--- src/rtl/neuron_seq_fp.sv ---
// rtl/neuron_seq_fp.sv - time-multiplexed floating-point neuron with selectable activation
//
// Computes act(sum(w[i]*x[i]) + bias) over B = ceil(N_INPUTS/LANES) beats using
// LANES shared single-precision multipliers.
//
// Ports:
//   clk         in   rising-edge clock
//   rst_n       in   asynchronous active-low reset
//   in_valid    in   input vector valid
//   in_ready    out  block idle and able to take a vector
//   input_in    in   N_INPUTS x 32-bit floats, input i at [i*32 +: 32]
//   out_valid   out  result held and valid
//   out_ready   in   downstream takes the result
//   output_out  out  activated result (float, or Q16 sigmoid word in mode 0)
//
// WEIGHTS packs N_INPUTS+1 floats, weight i at [i*32 +: 32]; index N_INPUTS is the bias.
module neuron_seq_fp #(
  parameter int                           N_INPUTS      = 37,
  parameter int                           LANES         = 8,
  parameter logic [(N_INPUTS+1)*32-1:0]   WEIGHTS       = '0,
  parameter int                           ACT_MODE      = 0,
  parameter int                           LUT_ADDR_BITS = 12
) (
  input  logic                    clk,
  input  logic                    rst_n,
  input  logic                    in_valid,
  output logic                    in_ready,
  input  logic [N_INPUTS*32-1:0]  input_in,
  output logic                    out_valid,
  input  logic                    out_ready,
  output logic [31:0]             output_out
);

  localparam int B  = (N_INPUTS + LANES - 1) / LANES;
  localparam int NP = B * LANES;
  localparam int VW = NP * 32;
  localparam int BW = (B > 1) ? $clog2(B) : 1;
  // Padded lanes see +0.0 as both operand and weight.
  localparam logic [VW-1:0] W_PAD  = VW'(WEIGHTS[N_INPUTS*32-1:0]);
  localparam logic [31:0]   BIAS_W = WEIGHTS[N_INPUTS*32 +: 32];
  // Keeping only the top LUT_ADDR_BITS of the int16 code selects the LUT entry.
  localparam logic [15:0]   LUT_MASK = 16'hFFFF << (16 - LUT_ADDR_BITS);

  // Single-precision multiply, round-to-nearest-even, zero/denormal inputs flush to signed zero.
  function automatic logic [31:0] fp_mul(input logic [31:0] a, input logic [31:0] b);
    logic [47:0] p;
    logic [9:0]  e;
    logic [22:0] m;
    logic        rnd;
    logic        s;
    s = a[31] ^ b[31];
    if (a[30:23] == 8'd0 || b[30:23] == 8'd0) return {s, 31'd0};
    p = 48'({1'b1, a[22:0]}) * 48'({1'b1, b[22:0]});
    e = 10'(a[30:23]) + 10'(b[30:23]) - 10'd127;
    if (p[47]) begin
      m   = p[46:24];
      rnd = p[23] & ((|p[22:0]) | p[24]);
      e   = e + 10'd1;
    end else begin
      m   = p[45:23];
      rnd = p[22] & ((|p[21:0]) | p[23]);
    end
    if (e[9] || e == 10'd0) return {s, 31'd0};
    if (e >= 10'd255) return {s, 8'hFF, 23'd0};
    // A rounding carry out of the mantissa correctly bumps the exponent.
    return {s, e[7:0], m} + 32'(rnd);
  endfunction

  // Single-precision add with truncating alignment; exact cancellation gives +0.0.
  function automatic logic [31:0] fp_add(input logic [31:0] a, input logic [31:0] b);
    logic [31:0] big;
    logic [31:0] sml;
    logic [24:0] r;
    logic [7:0]  e;
    if (a[30:23] == 8'd0) return b;
    if (b[30:23] == 8'd0) return a;
    if (a[30:0] >= b[30:0]) begin
      big = a; sml = b;
    end else begin
      big = b; sml = a;
    end
    e = big[30:23];
    if (big[31] == sml[31])
      r = {2'b01, big[22:0]} + ({2'b01, sml[22:0]} >> (big[30:23] - sml[30:23]));
    else
      r = {2'b01, big[22:0]} - ({2'b01, sml[22:0]} >> (big[30:23] - sml[30:23]));
    if (r == 25'd0) return 32'd0;
    if (r[24]) return {big[31], e + 8'd1, r[23:1]};
    for (int i = 0; i < 24; i++) begin
      if (!r[23]) begin
        r = r << 1;
        e = e - 8'd1;
      end
    end
    return {big[31], e, r[22:0]};
  endfunction

  // Float to Q4.11 int16, truncating toward zero and saturating at +/-16.
  function automatic logic [15:0] f2i16(input logic [31:0] f);
    logic [15:0] mag;
    if (f[30:23] == 8'd0) return 16'd0;
    if (f[30:23] >= 8'd131) return f[31] ? 16'h8000 : 16'h7FFF;
    mag = 16'({1'b1, f[22:0]} >> (8'd139 - f[30:23]));
    return f[31] ? -mag : mag;
  endfunction

  // Piecewise-linear sigmoid of a Q4.11 code, returned as an unsigned Q16 word.
  function automatic logic [31:0] sigmoid_ip(input logic [15:0] c);
    logic [16:0] a;
    logic [16:0] y;
    a = c[15] ? (17'd0 - {1'b1, c}) : {1'b0, c};
    if (a >= 17'd10240)     y = 17'd65536;
    else if (a >= 17'd4864) y = a + 17'd55296;
    else if (a >= 17'd2048) y = (a << 2) + 17'd40960;
    else                    y = (a << 3) + 17'd32768;
    if (c[15]) y = 17'd65536 - y;
    return 32'(y);
  endfunction

  typedef enum logic [2:0] {S_IDLE, S_MAC, S_BIAS, S_CONV, S_LUT, S_HOLD} state_t;

  state_t          state_q, state_d;
  logic            alive_q;
  logic            bias_ph_q;
  logic            prod_vld_q;
  logic [BW-1:0]   beat_q;
  logic [VW-1:0]   x_q;
  logic [31:0]     prod_q [LANES];
  logic [31:0]     acc_q, sum_q, out_q;
  logic [15:0]     addr_q;
  logic [31:0]     tree_sum, acc_d, biased;

  assign output_out = out_q;

  always_comb begin
    tree_sum = prod_q[0];
    for (int l = 1; l < LANES; l++) tree_sum = fp_add(tree_sum, prod_q[l]);
    acc_d  = prod_vld_q ? fp_add(acc_q, tree_sum) : acc_q;
    biased = fp_add(acc_q, BIAS_W);
  end

  always_ff @(posedge clk or negedge rst_n) begin
    if (!rst_n) state_q <= S_IDLE;
    else        state_q <= state_d;
  end

  always_comb begin
    state_d   = state_q;
    in_ready  = 1'b0;
    out_valid = 1'b0;
    case (state_q)
      S_IDLE: begin
        // alive_q holds in_ready low until the first edge after reset release.
        in_ready = alive_q;
        if (in_valid && alive_q) state_d = S_MAC;
      end
      S_MAC:  if (beat_q == BW'(B - 1)) state_d = S_BIAS;
      // Phase 0 drains the last products into acc, phase 1 adds the bias.
      S_BIAS: if (bias_ph_q) state_d = (ACT_MODE == 0) ? S_CONV : S_HOLD;
      S_CONV: state_d = S_LUT;
      S_LUT:  state_d = S_HOLD;
      S_HOLD: begin
        out_valid = 1'b1;
        if (out_ready) state_d = S_IDLE;
      end
      default: state_d = S_IDLE;
    endcase
  end

  always_ff @(posedge clk or negedge rst_n) begin
    if (!rst_n) begin
      alive_q    <= 1'b0;
      bias_ph_q  <= 1'b0;
      prod_vld_q <= 1'b0;
      beat_q     <= '0;
      x_q        <= '0;
      for (int l = 0; l < LANES; l++) prod_q[l] <= 32'd0;
      acc_q      <= 32'd0;
      sum_q      <= 32'd0;
      out_q      <= 32'd0;
      addr_q     <= 16'd0;
    end else begin
      alive_q    <= 1'b1;
      prod_vld_q <= (state_q == S_MAC);
      acc_q      <= acc_d;
      case (state_q)
        S_IDLE: begin
          if (in_ready && in_valid) begin
            x_q       <= VW'(input_in);
            acc_q     <= 32'd0;
            beat_q    <= '0;
            bias_ph_q <= 1'b0;
          end
        end
        S_MAC: begin
          for (int l = 0; l < LANES; l++)
            prod_q[l] <= fp_mul(x_q[(int'(beat_q) * LANES + l) * 32 +: 32],
                                W_PAD[(int'(beat_q) * LANES + l) * 32 +: 32]);
          beat_q <= beat_q + BW'(1);
        end
        S_BIAS: begin
          bias_ph_q <= ~bias_ph_q;
          if (bias_ph_q) begin
            sum_q <= biased;
            if (ACT_MODE == 1)      out_q <= biased[31] ? 32'd0 : biased;
            else if (ACT_MODE == 2) out_q <= biased;
          end
        end
        S_CONV: addr_q <= f2i16(sum_q);
        S_LUT:  out_q  <= sigmoid_ip(addr_q & LUT_MASK);
        default: ;
      endcase
    end
  end

endmodule

--- config.mk ---
export PLATFORM = sky130hd
export DESIGN_NAME = neuron_seq_fp
export DESIGN_NICKNAME = d
export VERILOG_FILES = /design/src/rtl/neuron_seq_fp.sv
export SDC_FILE = /design/constraint.sdc
export NUM_CORES = 1
export LEC_CHECK = 0
export ABC_AREA = 1
export BUFFER_PORTS_ARGS = -buffer_cell sky130_fd_sc_hd__buf_2
export CAP_MARGIN = 20
export CORE_AREA = 2 2 473 475
export DETAILED_ROUTE_END_ITERATION = 10
export DIE_AREA = 0 0 475 477
export GPL_TIMING_DRIVEN = 0
export SYNTH_ARGS = -nofsm -noshare
export SYNTH_HDL_FRONTEND = slang
export SYNTH_SLANG_ARGS = --single-unit
--- constraint.sdc ---
create_clock -name clk -period 12.91 [get_ports clk]
set_input_delay 1.9365 -clock clk [delete_from_list [all_inputs] [get_ports clk]]
set_output_delay 1.9365 -clock clk [all_outputs]
set_load 0.03 [all_outputs]
==> metrics.md, run 1 <==
| Metric | Value |
|---|---|
| CTS Buffer Depth | `2` |
| Area of the multi-input gates | `3689 um2` |
| Area delta synth->final | `59.18%` |
| Critical path's largest stage delay | `0.47 ns` |
| Worst-Margin Slew | `just over 0.8 ns` |
| Cell family with most CP delay | `simple AND/OR/NAND/NOR gates` |
| Number of H-tree levels | `4` |
| Clock sink count | `137` |
| DR pass1 iterations | `5` |
| RSZ-0062 raised after global routing | `false` |
| Hold_buf cts | `0` |
| Post-CTS setup buffer count | `0` |
| Placed cell count | `just over 4,000` |
| Fmax | `0.1630 GHz` |
| Worst hold path class | `flop to flop` |
| Register area | `3428 um2` |
| Mapped Avg Cell Area | `7.361 um2` |
| WL/cell | `4.747 um` |
| Status | `finished clean` |
| Dpl ws | `6.883 ns` |
| LEAKAGE | `between 4 and 5 nW` |
| Mux share of post-synthesis cell area | `less than 1%` |
| TritonCTS clock tree | `yes` |
| Worst Path Required | `between 10 and 15 ns` |
| Crit path kind | `flop to flop` |
| Worst path bufs/invs | `11` |
| Slowest-stage cell, CP | `dfrtp_1` |
| Sequential share of the synthesized area | `between 40% and 50%` |
| Tcrit/Tclk final | `47.53%` |
| Worst setup slack after layout | `roughly 6.8 ns` |
| CP Launch Type | `flop` |
| CP Capture Type | `flop` |
| Synthesized area | `7920 um2` |
| GRT overflow | `0` |
| Hold Vio Cnt, Final | `0` |
| YS warnings | `0` |
| # setup viols final | `0` |
| DRC errors left | `0` |
| VDD IR max | `roughly 0.093 mV` |
| Via density | `1.703` |
| Worst hold slack | `0.4696 ns` |
| Final #Nets | `2,383` |
| Final non-filler cell total | `4,165` |
| GR Util All Layers | `1.779%` |
| First-pass GRT wire length | `33.53 mm` |
| Die ar. | `226,600 um2` |
| Fillers | `26,158` |
| Detailed-route via count | `7,093` |
| Clk_lat worst skew | `0.43 ns` |
| Gpl congestion | `0.8088` |
| Setup TNS | `0 ns` |
| Pwr Density | `around 100 nW/um2` |
| Initial antenna violation count | `1` |
| Slew headroom | `45.43%` |
| Min cycle time layout | `6.137 ns` |
| Post-synthesis cell count | `1,076` |
| Die Span X | `475 um` |
| Root Buffer | `clkbuf_16` |
| Max-Cap Viols | `0` |
| Vias in the first global route | `6,761` |
| Post-synthesis register bit count | `137` |
| Largest family of logic cells by synthesized area | `simple AND/OR/NAND/NOR gates` |
| Proportion of layout cells with a drive suffix above 1 | `8.831%` |
| Max-slew violation count | `0` |
| Crit-path max FO | `10` |
| Flop2flop setup slack | `about 6.8 ns` |
| DIE HEIGHT | `477 um` |
| Total power | `1.304 mW` |
| Synthesized-area fraction occupied by adder cells | `3.002%` |
| # rows | `173` |
| Post-DP HPWL | `14.96 mm` |
| CTS Buf Count | `17` |
| Simple-Gate Fraction of Synth Area | `21.66%` |
| Post-Synth XOR/XNOR Area | `under 10%` |
| IO Port Bufs | `50` |
| Largest net degree at the start of global routing | `83` |
| Core area | `between 200,000 and 250,000 um2` |
| Post-CTS resize count | `0` |
| Total Wirelength | `19.77 mm` |
| Starting Density | `3.577%` |
| Boundary Pins | `1,222` |
| Final ANT Viol Nets | `0` |
| Clock transition at the registers of the reported paths | `~0.070 ns` |
| Post-synthesis compound-gate area fraction | `17.27%` |
| Library cells used by synthesis | `31` |
| WP data arrival | `6.47 ns` |
| Clock Skews | `0.01053 ns` |
| Starting DRT DRC Count | `460` |
==> placed cells by master (no fill, tap or decap), types with 19 or more instances in the layout <==
master      n
dfrtp_1   137
a21oi_1    32
buf_2      49
o22ai_1    50
nand2_1   249
o21ai_0   122
nand3_1    22
conb_1     32
buf_4      19
nor3_1     48
clkbuf_1   48
nor2_1     88
ha_1       19
inv_1     150
==> cell families (layout without fill, tap and decap cells) <==
family          after synthesis  in the layout
compound gates              242            242
xor+xnor                     26             26
fa+ha+maj                    19             19
buf+inv                     225            308
flops                       137            137
mux                           2              2
other cells                   2             33
simple gates                423            423
==> sequential cells by signal, indices dropped and copies added (netlist names) <==
signal      cells
x_q            32
state_q         3
alive_q         1
beat_q          3
acc_q          32
bias_ph_q       1
sum_q          32
prod_q          7
output_out     13
addr_q         12
prod_vld_q      1
==> layout make-up <==
class / instances / area share [%]
antenna: 1 / 0.01985
buffer: 71 / 2.680
clock buffer: 18 / 3.484
clock inverter: 14 / 1.002
inverter: 154 / 4.585
multi-input combinational: 744 / 29.26
sequential: 137 / 27.19
tap: 2975 / 29.53
timing repair buffer: 51 / 2.253
==> per-stage QoR <==
step                      instance area, um2  util, %
after floorplan                         8033        -
after global placement                 12010    5.422
after detailed placement               12040    5.437
after CTS                              12600    5.692
after global routing                   12610    5.693
final                                  12610    5.693
==> path summary, 6_finish.rpt <==
check                                      start                endpoint  depth (start not counted)
max                        sum_q[25]$_DFFE_PN0P_  addr_q[15]$_DFFE_PN0N_                         35
min                         x_q[575]$_DFFE_PN0P_    x_q[575]$_DFFE_PN0P_                          2
max reg2reg                sum_q[25]$_DFFE_PN0P_  addr_q[15]$_DFFE_PN0N_                         35
min reg2reg                 x_q[575]$_DFFE_PN0P_    x_q[575]$_DFFE_PN0P_                          2
max in group asynchronous                  rst_n      acc_q[6]$_DFF_PN0_                          2
min in group asynchronous                  rst_n    x_q[127]$_DFFE_PN0P_                          1
==> layer usage <==
metal	track usage [%]	part of all wire (%)	wire length (um)	up-vias
li1	-	-	-	3658
met1	2.189	47	9225	3322
met2	2.883	48	9506	92
met3	0.2680	2.1	421	21
met4	1.133	3.1	617	0
met5	0	0	0	-
==> report_power, final <==
group          switching, mW  internal, mW
combinational          0.199        0.0918
clock                  0.212         0.259
sequential            0.0409         0.501
total                  0.452         0.852
==> synth_stat cells <==
master    count  area share, %
nand2_1     249             12
a21oi_1      32            2.0
nand3_1      22            1.4
or2_2         2           0.16
o311ai_0      1           0.11
o21ai_0     122            7.7
dfrtp_1     137             43
buf_1         4           0.19
o22ai_1      50            3.9
inv_2         1          0.047
conb_1        2          0.095
a22oi_1       8           0.76
mux2i_1       2           0.25
o31ai_1       4           0.38
o221ai_1      3           0.33
buf_4        19            1.8
a31oi_1       2           0.16
nor3_1       48            3.0
nor2_1       88            4.2
xor2_1       15            1.7
inv_1       150            7.1
clkbuf_1     48            2.3
ha_1         19            3.0
o21a_1        3           0.28
nor4_1        5           0.39
o21ai_1       2           0.13
a41oi_1       1           0.11
o211ai_1     14            1.3
nand4_1       9           0.71
clkinv_1      3           0.14
xnor2_1      11            1.2
==> worst register-to-register path: cells and delay by family (launching register included) <==
family / cells / cell delay [ns]
compound gates: 7 / 1.17
flops: 1 / 0.47
xor+xnor: 2 / 0.30
mux: 1 / 0.26
buf+inv: 11 / 1.44
simple gates: 13 / 2.15
fa+ha+maj: 1 / 0.27
No activity file was read; power rests on OpenSTA's default activity.
==> inputs of run 2 (changes only) <==
Settings changed: CORE_AREA 2 2 473 475 to 2 2 471 473, DIE_AREA 0 0 475 477 to 0 0 473 475.
Clock period 12.91 ns to 5.2 ns, I/O delays scaled along.
==> metrics.md, run 2 (same netlist as run 1, synthesis figures left out) <==
| Metric | Value |
|---|---|
| Status | `finished clean` |
| DR pass1 iterations | `5 (unchanged)` |
| Total Wirelength | `19.98 mm (+1.1%)` |
| Detailed-route via count | `7,093 (unchanged)` |
| Final ANT Viol Nets | `0 (unchanged)` |
| CP Launch Type | `flop` |
| Tcrit/Tclk final | `92.05% (+45 points)` |
| Dpl ws | `-0.7456 ns (-7.628 ns)` |
| Initial antenna violation count | `1 (unchanged)` |
| Vias in the first global route | `6,967 (+3.0%)` |
| Worst setup slack after layout | `0.4135 ns (-6.360 ns)` |
| Die Span X | `473 um (-0.42%)` |
| Final non-filler cell total | `4,063 (-2.4%)` |
| Via density | `1.746 (+2.5%)` |
| Proportion of layout cells with a drive suffix above 1 | `10.41% (+1.6 points)` |
| Starting Density | `3.615% (+0.038 points)` |
| CP Capture Type | `flop` |
| Final #Nets | `2,385 (+0.084%)` |
| Total power | `3.244 mW (+150%)` |
| Crit path kind | `flop to flop` |
| Clk_lat worst skew | `0.43 ns (about the same)` |
| Combinational share of power | `22.4% (about the same)` |
| # setup viols final | `0 (unchanged)` |
| # rows | `172 (-0.58%)` |
| RSZ-0062 raised after global routing | `true` |
| Reg power frac | `41.5% (about the same)` |
| GR Util All Layers | `1.791% (+0.012 points)` |
| LEAKAGE | `4.510 nW (+0.55%)` |
| Fillers | `25,928 (-0.88%)` |
| Starting DRT DRC Count | `428 (-7.0%)` |
| First-pass GRT wire length | `33.32 mm (-0.62%)` |
| Area delta synth->final | `58.67%` |
| WL/cell | `4.917 um (+3.6%)` |
| Cell-internal power | `2.109 mW (+150%)` |
| Max-Cap Viols | `0 (unchanged)` |
| Boundary Pins | `1,222 (unchanged)` |
| Pwr Density | `258.1 nW/um2 (+150%)` |
| Net Sw Frac | `34.97% (+0.32 points)` |
| Setup TNS | `0 ns (unchanged)` |
| Core area | `219,100 um2 (-1.1%)` |
| CTS Buffer Depth | `2 (unchanged)` |
| Slew headroom | `50.83% (+5.4 points)` |
| TritonCTS clock tree | `yes` |
| CTS Buf Count | `17 (unchanged)` |
| Root Buffer | `clkbuf_16` |
| Number of H-tree levels | `4 (unchanged)` |
| Most common cell after layout, fill and taps aside | `nand2_1` |
| GRT overflow | `0 (unchanged)` |
| Worst Path Required | `5.55 ns (-7.69 ns)` |
| Post-DP HPWL | `15.17 mm (+1.4%)` |
| Commonest non-fill, non-tap cells in the layout | `nand2_1 (249), inv_1 (150), dfrtp_1 (136)` |
| WL met2 | `9.783 mm (+2.9%)` |
| Max layer used | `met4` |
| DIE HEIGHT | `475 um (-0.42%)` |
| Clock Skews | `0.01177 ns (+0.001246 ns)` |
| Hold Vio Cnt, Final | `0 (unchanged)` |
| Slowest-stage cell, CP | `dfrtp_2` |
| Top Registers | `acc_q: 32 flops, sum_q: 32 flops, x_q: 32 flops` |
| Worst-Margin Slew | `0.7349 ns (-0.08061 ns)` |
| Worst hold path class | `primary input to async pin` |
| Min cycle time layout | `4.787 ns (-1.350 ns)` |
| Metal3 WL | `438 um (+4.0%)` |
| M1 wire length | `9.095 mm (-1.4%)` |
| Gpl congestion | `0.7950 (-1.7%)` |
| VDD IR max | `0.2362 mV (+150%)` |
| Crit-path max FO | `10 (unchanged)` |
| Clock transition at the registers of the reported paths | `0.07 ns (about the same)` |
| Max-slew violation count | `0 (unchanged)` |
| IO Port Bufs | `50 (unchanged)` |
| Largest net degree at the start of global routing | `73 (-12%)` |
| Clock sink count | `137 (unchanged)` |
| Placed cell count | `4,028 (-2.5%)` |
| Switching power | `1.135 mW (+150%)` |
| Most used cell, CP | `inv_1` |
| WP data arrival | `5.13 ns (-1.34 ns)` |
| Clock power frac | `36.1% (about the same)` |
| Die ar. | `224,700 um2 (-0.84%)` |
| Fmax | `0.2089 GHz (+28%)` |
| DRC errors left | `0 (unchanged)` |
| Critical path's largest stage delay | `0.41 ns (-0.06 ns)` |
==> run 2: changes by cell type in the layout (fill, tap and decap cells not counted), sizes merged <==
cell | before | now
clkbuf | 66 | 63
clkinvlp | 1 | 2
buf | 74 | 78
==> run 2: final timing paths <==
check,endpoint,slack [ns],cells past startpoint,from
setup / recovery,addr_q[15]$_DFFE_PN0N_,0.41,36,sum_q[25]$_DFFE_PN0P_
hold / removal,x_q[95]$_DFFE_PN0P_,0.36,1,rst_n
setup reg to reg,addr_q[15]$_DFFE_PN0N_,0.41,36,sum_q[25]$_DFFE_PN0P_
hold reg to reg,x_q[575]$_DFFE_PN0P_,0.47,2,x_q[575]$_DFFE_PN0P_
max in group asynchronous,acc_q[6]$_DFF_PN0_,4.06,2,rst_n
min in group clk,x_q[575]$_DFFE_PN0P_,0.47,2,x_q[575]$_DFFE_PN0P_
==> run 2: area by class of cell <==
type	count	area (um2)	area share, %
well taps	2871	3592	28.58
clock buffers	17	425.4	3.385
diodes	1	2.502	0.01991
repair buffers	53	299.0	2.380
flip-flops and latches	137	3430	27.29
plain buffers	71	360.3	2.867
multi-input cells	744	3730	29.68
inverters	154	578.1	4.600
clock inverters	15	150.1	1.195
==> run 2: repair_timing <==
item,4_1_cts,5_1_grt
hold buffers,0,0
pin swaps,0,8
resized for setup,11,22
setup buffers,0,2
setup endpoints to repair,6,9
==> run 2: layer usage <==
layer,GRT usage (%),vias to the layer above
li1,-,3666
met1,2.123,3306
met2,2.948,94
met3,0.2891,27
met4,1.254,0
met5,0,-
==> run 2: stage by stage <==
| step | hold WS [ns] | util [%] | area (um2) |
|---|---|---|---|
| floorplan | 0.4366 | - | 8033 |
| global placement | 0.4490 | 5.420 | 11880 |
| detailed placement | 0.4560 | 5.436 | 11910 |
| CTS | 0.3796 | 5.710 | 12510 |
| global route | 0.4044 | 5.736 | 12570 |
| finish | 0.3577 | 5.736 | 12570 |
==> run 2: worst max-delay path: cells and delay by family, from the launching register on <==
| family | cells | cell delay (ns) |
|---|---|---|
| fa+ha+maj | 1 | 0.20 |
| flops | 1 | 0.41 |
| buf+inv | 10 | 0.86 |
| xor+xnor | 2 | 0.31 |
| simple gates | 15 | 1.90 |
| compound gates | 8 | 1.00 |
==> run 2: power by group through the flow <==
| stage | clock network, mW | logic [mW] | registers (mW) |
|---|---|---|---|
| after CTS | 1.20 | 0.736 | 1.35 |
| after global placement | 0 | 0.720 | 1.36 |
| after detailed placement | 0 | 0.735 | 1.37 |
| final | 1.17 | 0.726 | 1.35 |
| after floorplan | 0 | 0.513 | 1.35 |
| after global routing | 1.24 | 0.838 | 1.37 |
==> inputs of run 3 (changes only) <==
Settings changed: ABC_AREA 1 to not set, CORE_AREA 2 2 471 473 to 2 2 473 475, CTS_CLUSTER_SIZE set to 12, DIE_AREA 0 0 473 475 to 0 0 475 477.
==> metrics.md, run 3 <==
| Metric | Value |
|---|---|
| Async SR Flop Fraction | `100.0% (unchanged)` |
| Clock sink count | `137 (unchanged)` |
| Proportion of layout cells with a drive suffix above 1 | `14.12% (+3.7 points)` |
| Synthesized-area fraction occupied by adder cells | `3.100% (+0.098 points)` |
| Gpl congestion | `0.8178 (+2.9%)` |
| Largest family of logic cells by synthesized area | `simple AND/OR/NAND/NOR gates` |
| Top Registers | `acc_q: 32 flops, sum_q: 32 flops, x_q: 32 flops` |
| Worst Path Required | `5.51 ns (-0.04 ns)` |
| Setup TNS | `0 ns (unchanged)` |
| Worst-Margin Slew | `0.6327 ns (-0.1022 ns)` |
| Clock power frac | `35.9% (-0.2 points)` |
| Cells along the critical path | `nor4_2 > nand2_1 > o31ai_2 > xor2_2 > inv_1 > ha_1 > a41o_1 > a211o_1 > inv_1 > nor2_1 > nand2_1 > ha_1 > nand3_1 > or3b_2 > or3_1 > nor4_1 > xnor2_1 > o21ai_0` |
| RSZ-0062 raised after global routing | `false` |
| Fillers | `26,020 (+0.35%)` |
| Max-Cap Viols | `0 (unchanged)` |
| GRT overflow | `0 (unchanged)` |
| Post-synthesis register bit count | `137 (unchanged)` |
| Post-synth EDFFs | `0 (unchanged)` |
| DRC errors left | `0 (unchanged)` |
| WP data arrival | `4.98 ns (-0.15 ns)` |
| Starting Density | `3.464% (-0.15 points)` |
| Post-synthesis cell count | `857 (-20%)` |
| Hold Vio Cnt, Final | `0 (unchanged)` |
| Clock Skews | `0.01101 ns (-0.0007650 ns)` |
| DIE HEIGHT | `477 um (+0.42%)` |
| Boundary Pins | `1,222 (unchanged)` |
| Starting DRT DRC Count | `506 (+18%)` |
| CP Capture Type | `flop` |
| Commonest non-fill, non-tap cells in the layout | `nand2_1 (185), dfrtp_1 (137), nor2_1 (72)` |
| Fmax | `0.2141 GHz (+2.5%)` |
| GR Util All Layers | `1.671% (-0.12 points)` |
| Crit-path max FO | `7 (-3)` |
| Via density | `1.602 (-8.2%)` |
| Final ANT Viol Nets | `0 (unchanged)` |
| Vias in the first global route | `6,382 (-8.4%)` |
| Die Span X | `475 um (+0.42%)` |
| Area contributors post-synth | `dfrtp_1 (45%), nand2_1 (9.1%), nor2_1 (3.6%)` |
| Post-Synth XOR/XNOR Area | `4.225% (+1.3 points)` |
| Mux share of post-synthesis cell area | `7.749% (+7.5 points)` |
| Cell taking the most area after synthesis | `dfrtp_1` |
| Post-CTS resize count | `0 (-11)` |
| CP Launch Type | `flop` |
| Total power | `3.308 mW (+2.0%)` |
| Max-slew violation count | `0 (unchanged)` |
| Final #Nets | `2,164 (-9.3%)` |
| Cell-internal power | `2.226 mW (+5.5%)` |
| CTS Buffer Depth | `2 (unchanged)` |
| Most common cell after layout, fill and taps aside | `nand2_1` |
| Simple-Gate Fraction of Synth Area | `20.36% (-1.3 points)` |
| IO Port Bufs | `50 (unchanged)` |
| Detailed-route via count | `6,323 (-11%)` |
| Combinational share of power | `22.3% (about the same)` |
| Synth cell count leaders | `nand2_1 (185), dfrtp_1 (137), nor2_1 (73)` |
| Root Buffer | `clkbuf_16` |
| Area delta synth->final | `61.70%` |
| # setup viols final | `0 (unchanged)` |
| Switching power | `1.082 mW (-4.6%)` |
| Die ar. | `226,600 um2 (+0.85%)` |
| Top FF cell, synth | `dfrtp_1` |
| Total Wirelength | `18.52 mm (-7.3%)` |
| Mapped Avg Cell Area | `8.950 um2 (+22%)` |
| LEAKAGE | `4.392 nW (-2.6%)` |
| Post-synthesis compound-gate area fraction | `14.44% (-2.8 points)` |
| Top-count cell post-synth | `nand2_1` |
| Yosys top cell area share | `44.70% (+1.4 points)` |
| Largest net degree at the start of global routing | `85 (+16%)` |
| TritonCTS clock tree | `yes` |
| Post-DP HPWL | `13.88 mm (-8.5%)` |
| Core area | `221,400 um2 (+1.1%)` |
| Reg power frac | `41.8% (+0.3 points)` |
| Status | `finished clean` |
| Min cycle time layout | `4.671 ns (-0.1159 ns)` |
| # rows | `173 (+0.58%)` |
| Worst hold path class | `primary input to async pin` |
| Clock transition at the registers of the reported paths | `0.07 ns (about the same)` |
| Net Sw Frac | `32.70% (-2.3 points)` |
| Tcrit/Tclk final | `89.82% (-2.2 points)` |
| Post-CTS setup buffer count | `0 (unchanged)` |
| First-pass GRT wire length | `31.30 mm (-6.1%)` |
| DR pass1 iterations | `6 (+1)` |
| Initial antenna violation count | `1 (unchanged)` |
| WL/cell | `4.693 um (-4.6%)` |
| Library cells used by synthesis | `50 (+61%)` |
| Pwr Density | `266.7 nW/um2 (+3.3%)` |
| Synthesized area | `7670 um2 (-3.2%)` |
| Clk_lat worst skew | `0.42 ns (about the same)` |
| Sequential share of the synthesized area | `44.70% (+1.4 points)` |
| Number of H-tree levels | `4 (unchanged)` |
| Hold_buf cts | `0 (unchanged)` |
| VDD IR max | `0.2102 mV (-11%)` |
| CTS Buf Count | `17 (unchanged)` |
| Slowest-stage cell, CP | `or3b_2` |
| Crit path kind | `flop to flop` |
| YS warnings | `0 (unchanged)` |
| Slew headroom | `57.22% (+6.4 points)` |
| Critical path's largest stage delay | `0.49 ns (+0.08 ns)` |
==> run 3: cell families after synthesis <==
| kind of cell | after synthesis |
|---|---|
| AO/OA/AOI/OAI | 171 |
| XOR/XNOR | 37 |
| adder cells (fa/ha/maj) | 19 |
| buffers and inverters | 90 |
| flip-flops | 137 |
| multiplexers | 46 |
| other | 2 |
| AND/OR/NAND/NOR | 355 |
==> run 3: worst max-delay path, delay by kind of cell, from the launching register on <==
| family | cells | cell delay, ns |
|---|---|---|
| AOI/OAI and AO/OA | 4 | 0.89 |
| xor gates and xnor gates | 2 | 0.47 |
| adders and majority gates | 2 | 0.37 |
| buffers and inverters | 2 | 0.36 |
| DFF | 1 | 0.45 |
| and+or+nand+nor | 8 | 2.00 |
==> run 3: routing by layer <==
layer | vias to the layer above | part of all wire, % | global-route usage [%]
met2 | 138 | 48 | 2.662
met4 | 0 | 4.3 | 1.302
li1 | 3113 | - | -
met3 | 33 | 2.9 | 0.3051
met5 | - | 0 | 0
met1 | 3039 | 45 | 1.972
==> run 3: final timing paths <==
check,start,end,slack [ns],cells after the start
max,addr_q[6]$_DFFE_PN0N_,output_out[16]$_DFFE_PN0P_,0.53,18
min,rst_n,x_q[319]$_DFFE_PN0P_,0.30,1
max reg2reg,addr_q[6]$_DFFE_PN0N_,output_out[16]$_DFFE_PN0P_,0.53,18
min reg2reg,x_q[479]$_DFFE_PN0P_,x_q[479]$_DFFE_PN0P_,0.48,2
max in group asynchronous,rst_n,sum_q[12]$_DFFE_PN0P_,4.10,2
min in group clk,x_q[479]$_DFFE_PN0P_,x_q[479]$_DFFE_PN0P_,0.48,2
==> run 3: power by group through the flow <==
stage / clock, mW / combinational (mW) / sequential [mW]
final: 1.19 / 0.738 / 1.38
after global routing: 1.27 / 0.837 / 1.40
after CTS: 1.22 / 0.743 / 1.38
after detailed placement: 0 / 0.741 / 1.40
after global placement: 0 / 0.728 / 1.38
after floorplan: 0 / 0.534 / 1.37
==> run 3: through the flow <==
stage                     std cells  cell area [um2]  util [%]  hold slack, ns  setup WS (ns)
final                          3946            12400     5.601          0.3016         0.5294
after global routing           3946            12400     5.601          0.3327        0.04175
after CTS                      3945            12380     5.589          0.3126         0.1912
after detailed placement       3913            11790     5.324          0.4619         0.2135
after global placement         3912            11760     5.309          0.4549         0.3116
after floorplan                 887             7782         -          0.4403         0.9171
==> run 3: layout make-up <==
| type | count | area, um2 | area share, % |
|---|---|---|---|
| multi-input cells | 660 | 3966 | 31.98 |
| well taps | 2975 | 3722 | 30.01 |
| flip-flops and latches | 137 | 3428 | 27.64 |
| clock buffers | 17 | 425.4 | 3.430 |
| plain buffers | 69 | 331.6 | 2.674 |
| repair buffers | 51 | 284.0 | 2.290 |
| clock inverters | 15 | 162.7 | 1.312 |
| inverters | 21 | 78.83 | 0.6356 |
| diodes | 1 | 2.502 | 0.02018 |
